==> config.mk <==
export PLATFORM = sky130hd
export DESIGN_NAME = dac_tlv5618_ctrl
export DESIGN_NICKNAME = d
export VERILOG_FILES = /design/src/rtl/dac_tlv5618_ctrl.sv
export SDC_FILE = /design/constraint.sdc
export NUM_CORES = 1
export LEC_CHECK = 0
export ABC_AREA = 1
export BUFFER_PORTS_ARGS = -buffer_cell sky130_fd_sc_hd__buf_2
export CAP_MARGIN = 20
export CORE_MARGIN = 2
export CORE_UTILIZATION = 55
export DETAILED_ROUTE_END_ITERATION = 10
export PLACE_DENSITY = 0.85
export RECOVER_POWER = 100
export SETUP_SLACK_MARGIN = 0.15
export SLEW_MARGIN = 30
export SYNTH_ARGS = -nofsm -noshare
export SYNTH_HDL_FRONTEND = slang
export SYNTH_SLANG_ARGS = --single-unit
==> constraint.sdc <==
create_clock -name clk -period 3.4 [get_ports clk]
set_clock_uncertainty 0.2 [all_clocks]
set_input_delay 0.17 -clock clk [delete_from_list [all_inputs] [get_ports clk]]
set_output_delay 0.17 -clock clk [all_outputs]
set_load 0.005 [all_outputs]
==> src/rtl/dac_tlv5618_ctrl.sv <==
// rtl/dac_tlv5618_ctrl.sv - TLV5618 frame sequencer feeding the SPI serializer
//
// Purpose:
//   Takes one 12-bit sample pair (A, B) per valid/ready handshake. It sends two
//   command words to the serializer. The first word writes B into the DAC
//   buffer. The second word writes A and updates B from the buffer, so both
//   outputs change together. Each word is a start/done transaction.
//
// Optional build macro:
//   DAC_CTRL_PWRDN_EN - adds the pwrdn_req input and a power-down word sequence.
//
// Ports:
//   clk        in   1   system clock
//   rst_n      in   1   asynchronous active-low reset
//   s_valid    in   1   sample pair valid
//   s_ready    out  1   block can accept a pair (IDLE only)
//   s_data_a   in   12  channel A code
//   s_data_b   in   12  channel B code
//   busy       out  1   a frame pair is in progress
//   dac_start  out  1   one-cycle start pulse to the serializer
//   dac_data   out  16  command word, stable from dac_start until dac_done
//   dac_done   in   1   one-cycle frame-complete pulse from the serializer
//   pwrdn_req  in   1   power-down request (DAC_CTRL_PWRDN_EN only)

module dac_tlv5618_ctrl #(
  parameter bit          SpeedFast = 1'b1,
  parameter int unsigned GapCycles = 2
) (
  input  logic        clk,
  input  logic        rst_n,
  input  logic        s_valid,
  output logic        s_ready,
  input  logic [11:0] s_data_a,
  input  logic [11:0] s_data_b,
  output logic        busy,
  output logic        dac_start,
  output logic [15:0] dac_data,
  input  logic        dac_done
`ifdef DAC_CTRL_PWRDN_EN
  ,
  input  logic        pwrdn_req
`endif
);

  typedef enum logic [2:0] {
    IDLE,
    START_B,
    WAIT_B,
    GAP,
    START_A,
    WAIT_A,
    HOLD
`ifdef DAC_CTRL_PWRDN_EN
    ,
    START_P
`endif
  } state_e;

  localparam logic [3:0] GapLoad = 4'(GapCycles - 1);

  state_e      state_q;
  logic [3:0]  cnt_q;
  logic [11:0] a_q;
  logic        s_ready_q;
  logic        dac_start_q;
  logic [15:0] dac_data_q;
  logic        accept;

`ifdef DAC_CTRL_PWRDN_EN
  // Set once the power-down word has gone out. It stops the word from being
  // resent for as long as pwrdn_req stays high.
  logic pd_sent_q;
  logic pd_go;

  // A power-down request masks s_ready, so it wins over a pending s_valid.
  assign s_ready = s_ready_q & ~pwrdn_req;
  assign pd_go   = (state_q == IDLE) && pwrdn_req && !pd_sent_q;
`else
  assign s_ready = s_ready_q;
`endif

  assign accept    = s_valid && s_ready;
  assign busy      = (state_q != IDLE);
  assign dac_start = dac_start_q;
  assign dac_data  = dac_data_q;

  always_ff @(posedge clk or negedge rst_n) begin
    if (!rst_n) begin
      state_q     <= IDLE;
      cnt_q       <= 4'd0;
      a_q         <= 12'd0;
      s_ready_q   <= 1'b0;
      dac_start_q <= 1'b0;
      dac_data_q  <= 16'h0000;
`ifdef DAC_CTRL_PWRDN_EN
      pd_sent_q   <= 1'b0;
`endif
    end else begin
      dac_start_q <= 1'b0;
      case (state_q)
        IDLE: begin
          s_ready_q <= 1'b1;
`ifdef DAC_CTRL_PWRDN_EN
          if (!pwrdn_req) begin
            pd_sent_q <= 1'b0;
          end
          if (pd_go) begin
            pd_sent_q   <= 1'b1;
            s_ready_q   <= 1'b0;
            dac_start_q <= 1'b1;
            dac_data_q  <= {1'b0, SpeedFast, 1'b1, 1'b0, 12'h000};
            state_q     <= START_P;
          end else
`endif
          if (accept) begin
            // B goes straight into the word register. Only A must wait for
            // the second frame.
            a_q         <= s_data_a;
            s_ready_q   <= 1'b0;
            dac_start_q <= 1'b1;
            dac_data_q  <= {1'b0, SpeedFast, 1'b0, 1'b1, s_data_b};
            state_q     <= START_B;
          end
        end
        START_B: state_q <= WAIT_B;
        WAIT_B: begin
          if (dac_done) begin
            cnt_q   <= GapLoad;
            state_q <= GAP;
          end
        end
        GAP: begin
          if (cnt_q == 4'd0) begin
            dac_start_q <= 1'b1;
            dac_data_q  <= {1'b1, SpeedFast, 1'b0, 1'b0, a_q};
            state_q     <= START_A;
          end else begin
            cnt_q <= cnt_q - 4'd1;
          end
        end
        START_A: state_q <= WAIT_A;
        WAIT_A: begin
          if (dac_done) begin
            cnt_q   <= GapLoad;
            state_q <= HOLD;
          end
        end
        HOLD: begin
          // The IDLE cycle that follows adds one more cycle of margin before
          // the next START_B.
          if (cnt_q == 4'd0) begin
            s_ready_q <= 1'b1;
            state_q   <= IDLE;
          end else begin
            cnt_q <= cnt_q - 4'd1;
          end
        end
`ifdef DAC_CTRL_PWRDN_EN
        START_P: state_q <= WAIT_A;
`endif
        default: begin
          s_ready_q <= 1'b0;
          state_q   <= IDLE;
        end
      endcase
    end
  end

endmodule

Word-level counts from Yosys, hierarchy flattened:

Index checks and enable logic that the tools add are counted.

* add/subtract/negate cells: 1
* reductions and logical operators: 14
* bitwise logic cells: 1
* mux-type cells: 18
* eq/ne operators: 13

Operators with widths (count)
* 16-bit two-way mux: 2
* 16-bit one-hot mux with 2 select lines: 1
* 3-bit one-hot mux with 7 select lines: 1
* 3-bit two-way mux: 5
* 2-bit != test (second input constant): 6
* 3-bit equality test (second input constant): 3
* 4-bit two-way mux: 2
* 4-bit one-hot mux with 2 select lines: 1
* 3-bit by 2-bit equality test with 1-bit output (second input constant): 2
* 3-bit AND reduction: 2
* 5-bit AND reduction: 1
* 5-bit OR reduction: 1
* 4-bit zero test: 1
* 1-bit two-way mux: 4
* 2-bit AND reduction: 2
* 2-bit nonzero test: 2
* 2-bit OR reduction: 2
* 4-bit by 1-bit subtractor with 4-bit output (second input constant): 1
* 3-bit by 1-bit equality test with 1-bit output (second input constant): 1
* 3-bit zero test: 1
* 1-bit one-hot mux with 3 select lines: 1
* 3-bit nonzero test: 1
* 2-bit by 1-bit != test with 1-bit output (second input constant): 1
* 1-bit one-hot mux with 2 select lines: 1
* 2 further kinds: 2

* input bits: 28
* flip-flop bits (word level): 37
* logic and storage cells: 53

Longest topological paths before layout:

* depth in word-level cells: 4
* gate-level depth with buffers: 9
* gate-level depth less buffers: 8

Worst setup path after synthesis:

OpenSTA, ideal clock, no wires.

* path type: register to register
* start point: reg cnt_q[0]
* end point: reg dac_data_q[14], in the netlist dac_data[14]
* slack: 1841 ps
* cell stages (with the launch flop): 8
* buffers on the path: 0
* data arrival time: 1231 ps
* period minus slack after synthesis: 1559 ps
* cell sequence: dfrtp_1 inv_1 ha_1 nand2_1 inv_1 nand2_2 nand2_2 or2_2

* cells in the longest elaborated chain, start to end: 3

RTL lines
* from (decl): line 62 `logic [3:0] cnt_q;`
* from (signal assigned): line 128 `cnt_q <= GapLoad;`
* from (signal assigned): line 138 `cnt_q <= cnt_q - 4'd1;`
* from (signal assigned): line 144 `cnt_q <= GapLoad;`
* 4-bit zero test: line 133 `if (cnt_q == 4'd0) begin`
* 2-bit != test (no line)
* 3-bit AND reduction (no line)
* to (signal assigned): line 121 `dac_data_q <= {1'b0, SpeedFast, 1'b0, 1'b1, s_data_b};`
* to (signal assigned): line 135 `dac_data_q <= {1'b1, SpeedFast, 1'b0, 1'b0, a_q};`
* to (decl): line 66 `logic [15:0] dac_data_q;`

Every way passes these cells.
A chain may end at the register's enable or synchronous reset.

Final worst setup path:

* start point: reg state_q[1]
* end point: reg dac_data_q[10], in the netlist dac_data[10]

* cells in the longest elaborated chain, start to end: 3
* elaborated cells between the ends (all ways): 7
* classes of those cells: 3 x eq/ne; 1 x mux; 3 x reduce/logical

RTL lines
* from (decl): line 61 `state_e state_q;`
* from (signal assigned): line 89 `state_q <= IDLE;`
* from (signal assigned): line 122 `state_q <= START_B;`
* from (signal assigned): line 125 `START_B: state_q <= WAIT_B;`
* 3-bit by 2-bit equality test with 1-bit output / 3-bit zero test (equally long branches): line 100 `case (state_q)`
* 2-bit != test (no line) / 2-bit nonzero test (equally long branches)
* 3-bit AND reduction (no line)

Parallel ways exist; a longest one is shown, timed or not.

==> reports/qor.txt <==
HP Class -> in2reg
Post-layout total power -> 0.00175 W
Data arrival time of the worst path -> 2.48 ns
Root buf cell -> clkbuf_4
Synth Area in Adders -> 0.00677
Largest family of logic cells by synthesized area -> simple AND/OR/NAND/NOR gates
Gr ovfl total -> 0
RR Startpoint -> state_q[1]
RSZ-0062 raised after global routing -> false
CP Capture Type -> flip-flop
Post-synth top cells -> nand2_1 (80), dfrtp_1 (36), nand3_1 (25)
Fin. Hold Viols -> 0
CTS tree -> built
Mapped Cells -> 232
Die width -> 62.0 um
Largest net degree at the start of global routing -> 37
Clock-pin slew on the worst setup and hold paths -> 0.11 ns
Slew @ Worst Pin -> 1.86 ns
Placer Congestion -> 0.771
Beginning of the worst hold path -> s_valid
CTS resizes -> 0
Headroom to the max-slew limit -> -0.240
Count of final setup violators -> 0
Clock Latency Late Sink -> 0.36 ns
Compound-Gate Fraction of Synth Area -> 0.0927
Initial antenna violation count -> 0
H-tree depth -> 2
Synthesis Warnings -> 0
TritonCTS Buffers -> 5
Peak supply drop -> 0.000307 V
Required time worst endpoint -> 3.51 ns
Ys async rst share -> 1.00
Via count -> 1732
Critical setup path kind -> reg2reg
Post-route ant nets -> 0
Fillers -> 270
DR DRC count -> 0
CTS max path bufs -> 2
CP Max Fanout -> 15
Crit path from -> state_q[1]
CTS Sinks -> 36
DR iter-0 viols -> 76
Startpoint class of the critical path -> flip-flop
Die H -> 62.0 um
Ys flop type -> dfrtp_1
Register area share after synthesis -> 0.487
GR Util All Layers -> 0.247
First-pass GRT wire length -> 6690 um
Max cap viols -> 1
Post-Synth Simple-Gate Area -> 0.315
I/O Pins -> 47
#FFs+latches synth -> 36
Port Buffer Count -> 45
Post-DP HPWL -> 2740 um
Most frequent cell after synthesis -> nand2_1
Fin crit share -> 0.699
Syn_area_per_cell -> 7.97 um^2
N_diodes -> 0
Cell area power density -> 755 mW/mm^2
Leakage -> 1.24 nW
Post-synth EDFFs -> 0
Total wire length -> 4360 um
Initial core utilization -> 0.563
Setup TNS -> 0 ns
Vias per cell -> 5.02
Fraction of layout cells with a size suffix above 1 -> 0.174
Synth top area cells -> dfrtp_1 (49%), nand2_1 (16%), nand3_1 (6.8%), inv_1 (4.5%), a21oi_2 (4.3%)
Crit path time final -> 2.38 ns
Core area -> 0.00328 mm^2
Vias in the first global route -> 1536
WL/cell -> 12.6 um
Slew Limit Fails -> 37
Die ar. -> 0.00384 mm^2
Synth Area in XOR/XNOR -> 0.00474
Failing checks -> capacitance limit, slew limit
Yosys cell types -> 23
Area grow syn2layout -> 25.4%
Mux share of post-synthesis cell area -> 0
Syn Nets -> 261
# nets final -> 327
Fmax -> 421 MHz
Status -> finished with violations
Synth top area share -> 0.487
Cell type with the highest aggregate area in the netlist -> dfrtp_1
Mapped Area -> 0.00185 mm^2
Cell Rows -> 21
DRT Pass-1 Iters -> 4
power by group:
group | internal (W) | switching [W] | leakage, nW | total [W]
sequential | 0.000611 | 0.000123 | 0.433 | 0.000734
combinational | 0.000298 | 0.000468 | 0.779 | 0.000766
clock | 0.000101 | 0.000149 | 0.0315 | 0.000250
routing by layer:
| metal | vias up | part of all wire | GRT usage |
|---|---|---|---|
| met5 | - | 0 | 0 |
| met4 | 0 | 0.036 | 0.119 |
| met3 | 16 | 0.045 | 0.0787 |
| met2 | 48 | 0.48 | 0.390 |
| met1 | 805 | 0.44 | 0.307 |
| li1 | 863 | - | - |
sequential cells by signal, summed over array words and instances, names as in the netlist:
register and cells:
dac_data 15, cnt_q 4, s_ready 1, state_q 3, a_q 12, dac_start 1
logic make-up after synthesis:
family / after synthesis
AOI/OAI and AO/OA: 27
buffers and inverters: 34
and+or+nand+nor: 132
xor gates and xnor gates: 1
other: 1
adders and majority gates: 1
DFF: 36
cell usage in the layout, fill, tap and decap left out:
cell type      synthesis  routed
nand2_1               80      82
dfrtp_1               36      36
buf_2                  3      32
nand3_1               25      28
dlygate4sd3_1          0      25
inv_1                 22      22
nor2_1                15      15
clkbuf_1               2      14
o21ai_0               12      12
a21oi_2                9       9
clkbuf_4               0       5
o21ai_1                3       3
nand4_1                3       3
a21oi_1                2       2
nor3_1                 0       1
nor2_4                 1       1
nand2_2                3       1
o211ai_1               1       1
xnor2_1                1       1
or2_2                  1       1
ha_1                   1       1
conb_1                 1       1
clkinvlp_4             0       1
clkbuf_8               0       1
buf_4                  4       1
worst max-delay path, stage by stage (launching register included):
cell	delay [ns]
dfrtp_1	0.51
nor3_1	0.35
nand3_1	0.51
nand2_1	0.54
nand2_1	0.13
nand2_1	0.08
cell type report:
cell class	count	area [um^2]	area share
clock buffer	7	55.1	0.0237
multi-input combinational	162	748	0.323
sequential	36	901	0.389
timing repair buffer	71	467	0.201
inverter	22	82.6	0.0356
tap	46	57.6	0.0248
clock inverter	1	7.51	0.00324
what timing repair did:
action                                 4_1_cts  5_1_grt
hold buffers                                25        0
endpoints found under the hold margin       60        0
buffers inserted                             0        0
worst paths after layout:
kind                                end  slack [ns]  cells past startpoint
min reg2reg                dac_data[14]        0.29                      1
max reg2reg                dac_data[10]        1.02                      5
max in group asynchronous      cnt_q[1]        1.29                      2
max                        dac_data[10]        1.02                      5
min in group asynchronous      cnt_q[2]        0.64                      2
min                          state_q[2]        0.08                      5
per-stage QoR:
| step | instance area, um^2 | cells | utilization | setup slack [ns] | hold WS [ns] |
|---|---|---|---|---|---|
| after floorplan | 1850 | 232 | - | 1.84 | -0.326 |
| after global placement | 2050 | 312 | 0.625 | 1.47 | 0.0930 |
| after detailed placement | 2050 | 312 | 0.625 | 1.43 | 0.0927 |
| after CTS | 2370 | 345 | 0.720 | 1.43 | 0.0694 |
| after global routing | 2320 | 345 | 0.706 | 0.849 | 0.0842 |
| final | 2320 | 345 | 0.706 | 1.02 | 0.0801 |
No activity file was read; power rests on OpenSTA's default activity.
